### src/rtl/id_regfile_sb_if.sv
// Decode-stage register file bundle: read ports, issue request, writeback and kill strobes.
// master drives requests and observes operands; slave is the register file.
interface id_regfile_sb_if #(
    parameter int DATA_W = 32,
    parameter int NREG   = 32,
    parameter int NRD    = 2
);
    localparam int AW = (NREG > 1) ? $clog2(NREG) : 1;

    logic [NRD*AW-1:0]     rd_addr;
    logic [NRD-1:0]        rd_use;
    logic [NRD*DATA_W-1:0] rd_data;
    logic [NRD-1:0]        rd_ready;
    logic                  issue_valid;
    logic                  issue_wr;
    logic [AW-1:0]         issue_dst;
    logic                  issue_ok;
    logic                  wb_en;
    logic [AW-1:0]         wb_addr;
    logic [DATA_W-1:0]     wb_data;
    logic                  kill_en;
    logic [AW-1:0]         kill_addr;
    logic                  sb_err;

    modport master (
        output rd_addr, rd_use, issue_valid, issue_wr, issue_dst,
        output wb_en, wb_addr, wb_data, kill_en, kill_addr,
        input  rd_data, rd_ready, issue_ok, sb_err
    );

    modport slave (
        input  rd_addr, rd_use, issue_valid, issue_wr, issue_dst,
        input  wb_en, wb_addr, wb_data, kill_en, kill_addr,
        output rd_data, rd_ready, issue_ok, sb_err
    );
endinterface

### src/rtl/id_regfile_sb.sv
// GPR array with write-through bypass and per-register pending-write scoreboard for ID.
// Latency: reads, ready and issue_ok are combinational; array, counters and sb_err update at the edge.
// Backpressure: issue_ok drops while a consumed source has an older producer or the dst counter is full.
module id_regfile_sb #(
    parameter int DATA_W  = 32,
    parameter int NREG    = 32,
    parameter int NRD     = 2,
    parameter int CNT_W   = 2,
    parameter int R0_ZERO = 1
) (
    input  logic           clk,
    input  logic           rst,
    id_regfile_sb_if.slave bus
);
    localparam int AW = (NREG > 1) ? $clog2(NREG) : 1;
    localparam logic [CNT_W-1:0] CNT_MAX = {CNT_W{1'b1}};

    logic [NREG-1:0][DATA_W-1:0] mem_q, mem_d;
    logic [NREG-1:0][CNT_W-1:0]  cnt_q, cnt_d;
    logic                        sb_err_q, sb_err_d;

    logic [NRD*DATA_W-1:0] rd_data_c;
    logic [NRD-1:0]        rd_ready_c;
    logic                  dst_dec;
    logic                  dst_room;
    logic                  issue_ok_c;

    function automatic logic is_zero_reg(input logic [AW-1:0] a);
        return (R0_ZERO != 0) && (a == '0);
    endfunction

    // A source is final when no producer is pending, or the last one is writing through now.
    always_comb begin : read_path
        logic [AW-1:0] a;
        logic          hit;
        a          = '0;
        hit        = 1'b0;
        rd_data_c  = '0;
        rd_ready_c = '0;
        for (int i = 0; i < NRD; i++) begin
            a   = bus.rd_addr[i*AW +: AW];
            hit = bus.wb_en && (bus.wb_addr == a);
            if (is_zero_reg(a)) begin
                rd_data_c[i*DATA_W +: DATA_W] = '0;
                rd_ready_c[i]                 = 1'b1;
            end else begin
                rd_data_c[i*DATA_W +: DATA_W] = hit ? bus.wb_data : mem_q[a];
                rd_ready_c[i] = (cnt_q[a] == '0) || (hit && (cnt_q[a] == CNT_W'(1)));
            end
        end
    end

    always_comb begin : issue_path
        dst_dec    = (bus.wb_en && (bus.wb_addr == bus.issue_dst)) ||
                     (bus.kill_en && (bus.kill_addr == bus.issue_dst));
        dst_room   = !bus.issue_wr || is_zero_reg(bus.issue_dst) ||
                     (cnt_q[bus.issue_dst] != CNT_MAX) || dst_dec;
        issue_ok_c = bus.issue_valid && (&(rd_ready_c | ~bus.rd_use)) && dst_room;
    end

    // Saturating counters: any clamp means the producer bookkeeping went wrong, so latch sb_err.
    always_comb begin : next_state
        int nxt;
        nxt      = 0;
        mem_d    = mem_q;
        cnt_d    = cnt_q;
        sb_err_d = sb_err_q;
        if (bus.wb_en && !is_zero_reg(bus.wb_addr) && (int'(bus.wb_addr) < NREG)) begin
            mem_d[bus.wb_addr] = bus.wb_data;
        end
        for (int r = 0; r < NREG; r++) begin
            if (!((R0_ZERO != 0) && (r == 0))) begin
                nxt = int'(cnt_q[r])
                    + ((issue_ok_c && bus.issue_wr && (bus.issue_dst == AW'(r))) ? 1 : 0)
                    - ((bus.wb_en && (bus.wb_addr == AW'(r))) ? 1 : 0)
                    - ((bus.kill_en && (bus.kill_addr == AW'(r))) ? 1 : 0);
                if (nxt < 0) begin
                    nxt      = 0;
                    sb_err_d = 1'b1;
                end else if (nxt > int'(CNT_MAX)) begin
                    nxt      = int'(CNT_MAX);
                    sb_err_d = 1'b1;
                end
                cnt_d[r] = CNT_W'(nxt);
            end
        end
    end

    always_ff @(posedge clk) begin
        if (rst) begin
            mem_q    <= '0;
            cnt_q    <= '0;
            sb_err_q <= 1'b0;
        end else begin
            mem_q    <= mem_d;
            cnt_q    <= cnt_d;
            sb_err_q <= sb_err_d;
        end
    end

    assign bus.rd_data  = rd_data_c;
    assign bus.rd_ready = rd_ready_c;
    assign bus.issue_ok = issue_ok_c;
    assign bus.sb_err   = sb_err_q;
endmodule

### src/flat_wrapper.sv
// flat-port wrapper written by rule: the top's interface ports become plain ports
module id_regfile_sb_flat 
#(
    parameter int DATA_W  = 32,
    parameter int NREG    = 32,
    parameter int NRD     = 2,
    parameter int CNT_W   = 2,
    parameter int R0_ZERO = 1
)
  (clk, rst, bus_rd_addr, bus_rd_use, bus_issue_valid, bus_issue_wr, bus_issue_dst, bus_wb_en, bus_wb_addr, bus_wb_data, bus_kill_en, bus_kill_addr, bus_rd_data, bus_rd_ready, bus_issue_ok, bus_sb_err);
  id_regfile_sb_if #(.DATA_W(DATA_W), .NREG(NREG), .NRD(NRD)) bus_i ();
  input  logic clk;
  input  logic rst;
  input wire logic [$bits(bus_i.rd_addr)-1:0] bus_rd_addr;
  input wire logic [$bits(bus_i.rd_use)-1:0] bus_rd_use;
  input wire logic [$bits(bus_i.issue_valid)-1:0] bus_issue_valid;
  input wire logic [$bits(bus_i.issue_wr)-1:0] bus_issue_wr;
  input wire logic [$bits(bus_i.issue_dst)-1:0] bus_issue_dst;
  input wire logic [$bits(bus_i.wb_en)-1:0] bus_wb_en;
  input wire logic [$bits(bus_i.wb_addr)-1:0] bus_wb_addr;
  input wire logic [$bits(bus_i.wb_data)-1:0] bus_wb_data;
  input wire logic [$bits(bus_i.kill_en)-1:0] bus_kill_en;
  input wire logic [$bits(bus_i.kill_addr)-1:0] bus_kill_addr;
  output wire logic [$bits(bus_i.rd_data)-1:0] bus_rd_data;
  output wire logic [$bits(bus_i.rd_ready)-1:0] bus_rd_ready;
  output wire logic [$bits(bus_i.issue_ok)-1:0] bus_issue_ok;
  output wire logic [$bits(bus_i.sb_err)-1:0] bus_sb_err;
  assign bus_i.rd_addr = bus_rd_addr;
  assign bus_i.rd_use = bus_rd_use;
  assign bus_i.issue_valid = bus_issue_valid;
  assign bus_i.issue_wr = bus_issue_wr;
  assign bus_i.issue_dst = bus_issue_dst;
  assign bus_i.wb_en = bus_wb_en;
  assign bus_i.wb_addr = bus_wb_addr;
  assign bus_i.wb_data = bus_wb_data;
  assign bus_i.kill_en = bus_kill_en;
  assign bus_i.kill_addr = bus_kill_addr;
  assign bus_rd_data = bus_i.rd_data;
  assign bus_rd_ready = bus_i.rd_ready;
  assign bus_issue_ok = bus_i.issue_ok;
  assign bus_sb_err = bus_i.sb_err;
  id_regfile_sb #(.DATA_W(DATA_W), .NREG(NREG), .NRD(NRD), .CNT_W(CNT_W), .R0_ZERO(R0_ZERO)) u_core (.clk(clk), .rst(rst), .bus(bus_i));
endmodule
### config.mk
export PLATFORM = sky130hd
export DESIGN_NAME = id_regfile_sb_flat
export DESIGN_NICKNAME = d
export VERILOG_FILES = /design/src/rtl/id_regfile_sb_if.sv /design/src/rtl/id_regfile_sb.sv /design/src/flat_wrapper.sv
export SDC_FILE = /design/constraint.sdc
export NUM_CORES = 2
export LEC_CHECK = 0
export BUFFER_PORTS_ARGS = -buffer_cell sky130_fd_sc_hd__buf_2
export CORE_ASPECT_RATIO = 1.4
export CORE_MARGIN = 2
export CORE_UTILIZATION = 40
export CTS_CLUSTER_SIZE = 14
export DETAILED_ROUTE_END_ITERATION = 6
export SETUP_SLACK_MARGIN = 0.2
export SLEW_MARGIN = 20
export SYNTH_ARGS = -nofsm -noshare
export SYNTH_HDL_FRONTEND = slang
export SYNTH_SLANG_ARGS = --single-unit
export TNS_END_PERCENT = 20
### constraint.sdc
create_clock -name clk -period 6.7 [get_ports clk]
set_clock_uncertainty 0.1 [all_clocks]
set_input_delay 1.34 -clock clk [delete_from_list [all_inputs] [get_ports clk]]
set_output_delay 1.34 -clock clk [all_outputs]
set_load 0.005 [all_outputs]
==> results.yml <==
finish:
  layout.nets: 6364
  instances_no_fill: 8195
  most-common-layout-cells: "nand2_1, dfxtp_1, a21oi_1"
  drive_gt1_frac: 0.194
  design_area_um2: 64900
  layout_commonest_cell: "nand2_1"
  area_growth_syn_to_layout_pct: 9.66
worst_setup_path:
  cpMostUsedCell: "buf_4"
  worstPathRequired_ps: 5260
  start_kind: "primary input"
  crit_type: "in -> out"
  crit_family: "buffers and inverters"
  arrival_ps: 4770
  cp-end-kind: "primary output"
  path_buf_inv: 4
  cpPeakStageDelay_ps: 910
  cp_slowest_cell: "a211oi_1"
  path_cells: "buf_4 -> buf_4 -> buf_4 -> mux4_2 -> mux2i_1 -> a211oi_1 -> buf_2"
  critPathMaxFanout: 35
sta:
  max_freq_mhz: 161
  setup_ws_ps: 492
  max_slew_margin: 0.0473
  setup_tns_ps: 0
  hold_viol_final: 0
  setup_viol: 0
  slew_violations: 0
  rsz0062_at_grt: "false"
  period_needed_ps: 6210
  period_share: 0.927
  worst_pin_slew_ps: 1430
synthesis:
  ys_ff_latch: 1087
  avgSynthCellArea_um2: 9.24
  synth_warnings: 0
  ys_seq_area_frac: 0.368
  async_reset_ff_frac: 0
  ys.flop_type: "dfxtp_1"
  ys_types: 59
  synth_edf_count: 0
  syn-num-nets: 6624
  synth_area_um2: 59200
  synth_cells: 6404
worst_hold_path:
  hold_path.class: "reg -> reg"
global_routing:
  grt_usage: 0.313
  gr-total-overflow: 0
  grt_pass1_wl_um: 342000
  antenna_found_initial: 21
  grt_pass1_vias: 48988
  grt_max_degree: 228
cts:
  cts_tree: "yes"
  clock_latency_ps: 780
  cts_buffers: 113
  clock_sinks: 1087
  cts_buffer_depth: 3
  post_cts.repair.setup_buffers: 0
  htree_levels: 3
  cts-root-buf: "clkbuf_16"
  ctsHoldBuffers: 0
  post_cts_resized: 0
  path_clk_slew_ps: 60
drt:
  wirelength_um: 242000
  via_per_inst: 6.30
  drc: 2
  drt_iter0_drc: 7376
  firstDrtPassIters: 7
  drt.antenna.violating_nets: 0
  vias: 51598
  wl_per_cell_um: 29.5
placed_design:
  dp_hpwl_um: 129000
  place_area_um2: 60900
  gp_congestion: 1.02
  pre_cts_ws_ps: 455
  placedCellCount: 7972
  port_buffers: 132
pwr:
  vdd_ir_drop_max_v: 0.000219
  p_leak_nw: 22.0
  p_per_area_nw_per_um2: 225
  p_total_w: 0.0146
floorplan:
  rows: 167
  ioPinCount: 133
  core_area_um2: 147000
  die_w_um: 329
  initial_core_util: 0.402
  die_y_um: 459
  die_area_um2: 151000
status:
  violations: "DRC"
  status: "finished, violations left"
run:
  cap_violations: 0
==> registers in the layout (all words and copies together), names as in the netlist <==
name               count
u_core.cnt_q          62
u_core.mem_q        1024
u_core.bus.sb_err      1
==> cells by family after synthesis <==
logic type,after synthesis,share of synthesized area
adder cells (fa/ha/maj),155,0.0367
multiplexers,747,0.268
flip-flops,1087,0.368
XOR/XNOR,20,0.00296
AND/OR/NAND/NOR,2341,0.155
buffers and inverters,873,0.0618
AO/OA/AOI/OAI,1181,0.108
==> path summary, 6_finish.rpt <==
check / end / startpoint / slack, ps / depth (start not counted)
worst min register to register: u_core.mem_q[934]$_SDFFE_PP0P_ / u_core.mem_q[934]$_SDFFE_PP0P_ / 360 / 2
worst max-delay path: bus_rd_data[14] / bus_rd_addr[2] / 490 / 7
worst max register to register: u_core.bus.sb_err$_SDFFE_PP0P_ / u_core.cnt_q[14]$_SDFF_PP0_ / 1690 / 17
worst min-delay path: u_core.mem_q[934]$_SDFFE_PP0P_ / u_core.mem_q[934]$_SDFFE_PP0P_ / 360 / 2
==> Yosys cell counts (2+ instances only) <==
master,instances,area [um^2]
nand2_1,2045,7680
dfxtp_1,1087,21800
a21oi_1,997,4990
mux4_2,666,15000
clkbuf_1,388,1460
inv_1,227,852
nor2_1,134,503
a211oi_1,129,968
ha_1,124,1550
buf_1,93,349
buf_2,92,460
mux2i_1,70,701
nor2b_1,42,263
nand4_1,39,244
buf_4,34,255
fa_1,31,621
clkbuf_2,25,125
nand3_1,25,125
nor4_1,17,106
xor2_1,16,140
buf_6,14,158
o22ai_1,14,87.6
mux2_2,11,124
o21ai_0,8,40.0
a31oi_1,7,43.8
nor3_1,6,30.0
and2_1,4,25.0
and3_1,4,25.0
nand3b_1,4,30.0
o2111ai_1,4,35.0
or2_2,4,25.0
xnor2_1,4,35.0
a221oi_1,3,26.3
and3b_1,3,26.3
nand2b_1,3,18.8
or4_1,3,22.5
a222oi_1,2,20.0
a22o_1,2,17.5
and4_1,2,17.5
nor3b_1,2,15.0
==> power breakdown <==
part	internal (W)	switching (W)	leakage (nW)
sequential	0.00653	0.0000683	8.77
clock	0.00388	0.00288	1.94
combinational	0.000395	0.000846	11.3
total	0.0108	0.00380	22.0
==> stage by stage <==
stage	util	hold WS, ps
5_1_grt	0.440	377
3_3_place_gp	0.413	348
2_1_floorplan	-	343
6_report	0.440	364
4_1_cts	0.440	364
3_5_place_dp	0.413	356
==> worst reg2reg max path: cells and delay by family (launching register included) <==
family	cells	cell delay, ps
flip-flops	1	410
AO/OA/AOI/OAI	5	1230
adder cells (fa/ha/maj)	4	1120
buffers and inverters	3	390
AND/OR/NAND/NOR	4	1110
multiplexers	1	500
==> routing by layer <==
layer,wire length [um],global-route usage
met4,17700,0.199
met5,97,0
met2,106000,0.470
met3,31600,0.0884
met1,85700,0.396
==> final cells by class <==
| cell class | instances | area (um^2) |
|---|---|---|
| Antenna cell | 11 | 27.5 |
| Clock buffer | 174 | 3430 |
| Clock inverter | 38 | 533 |
| Fill cell | 14036 | 82400 |
| Inverter | 227 | 852 |
| Multi-Input combinational cell | 4444 | 33900 |
| Sequential cell | 1087 | 21800 |
| Tap cell | 1943 | 2430 |
| Timing Repair Buffer | 271 | 1960 |
(Power assumes the default switching activity.)
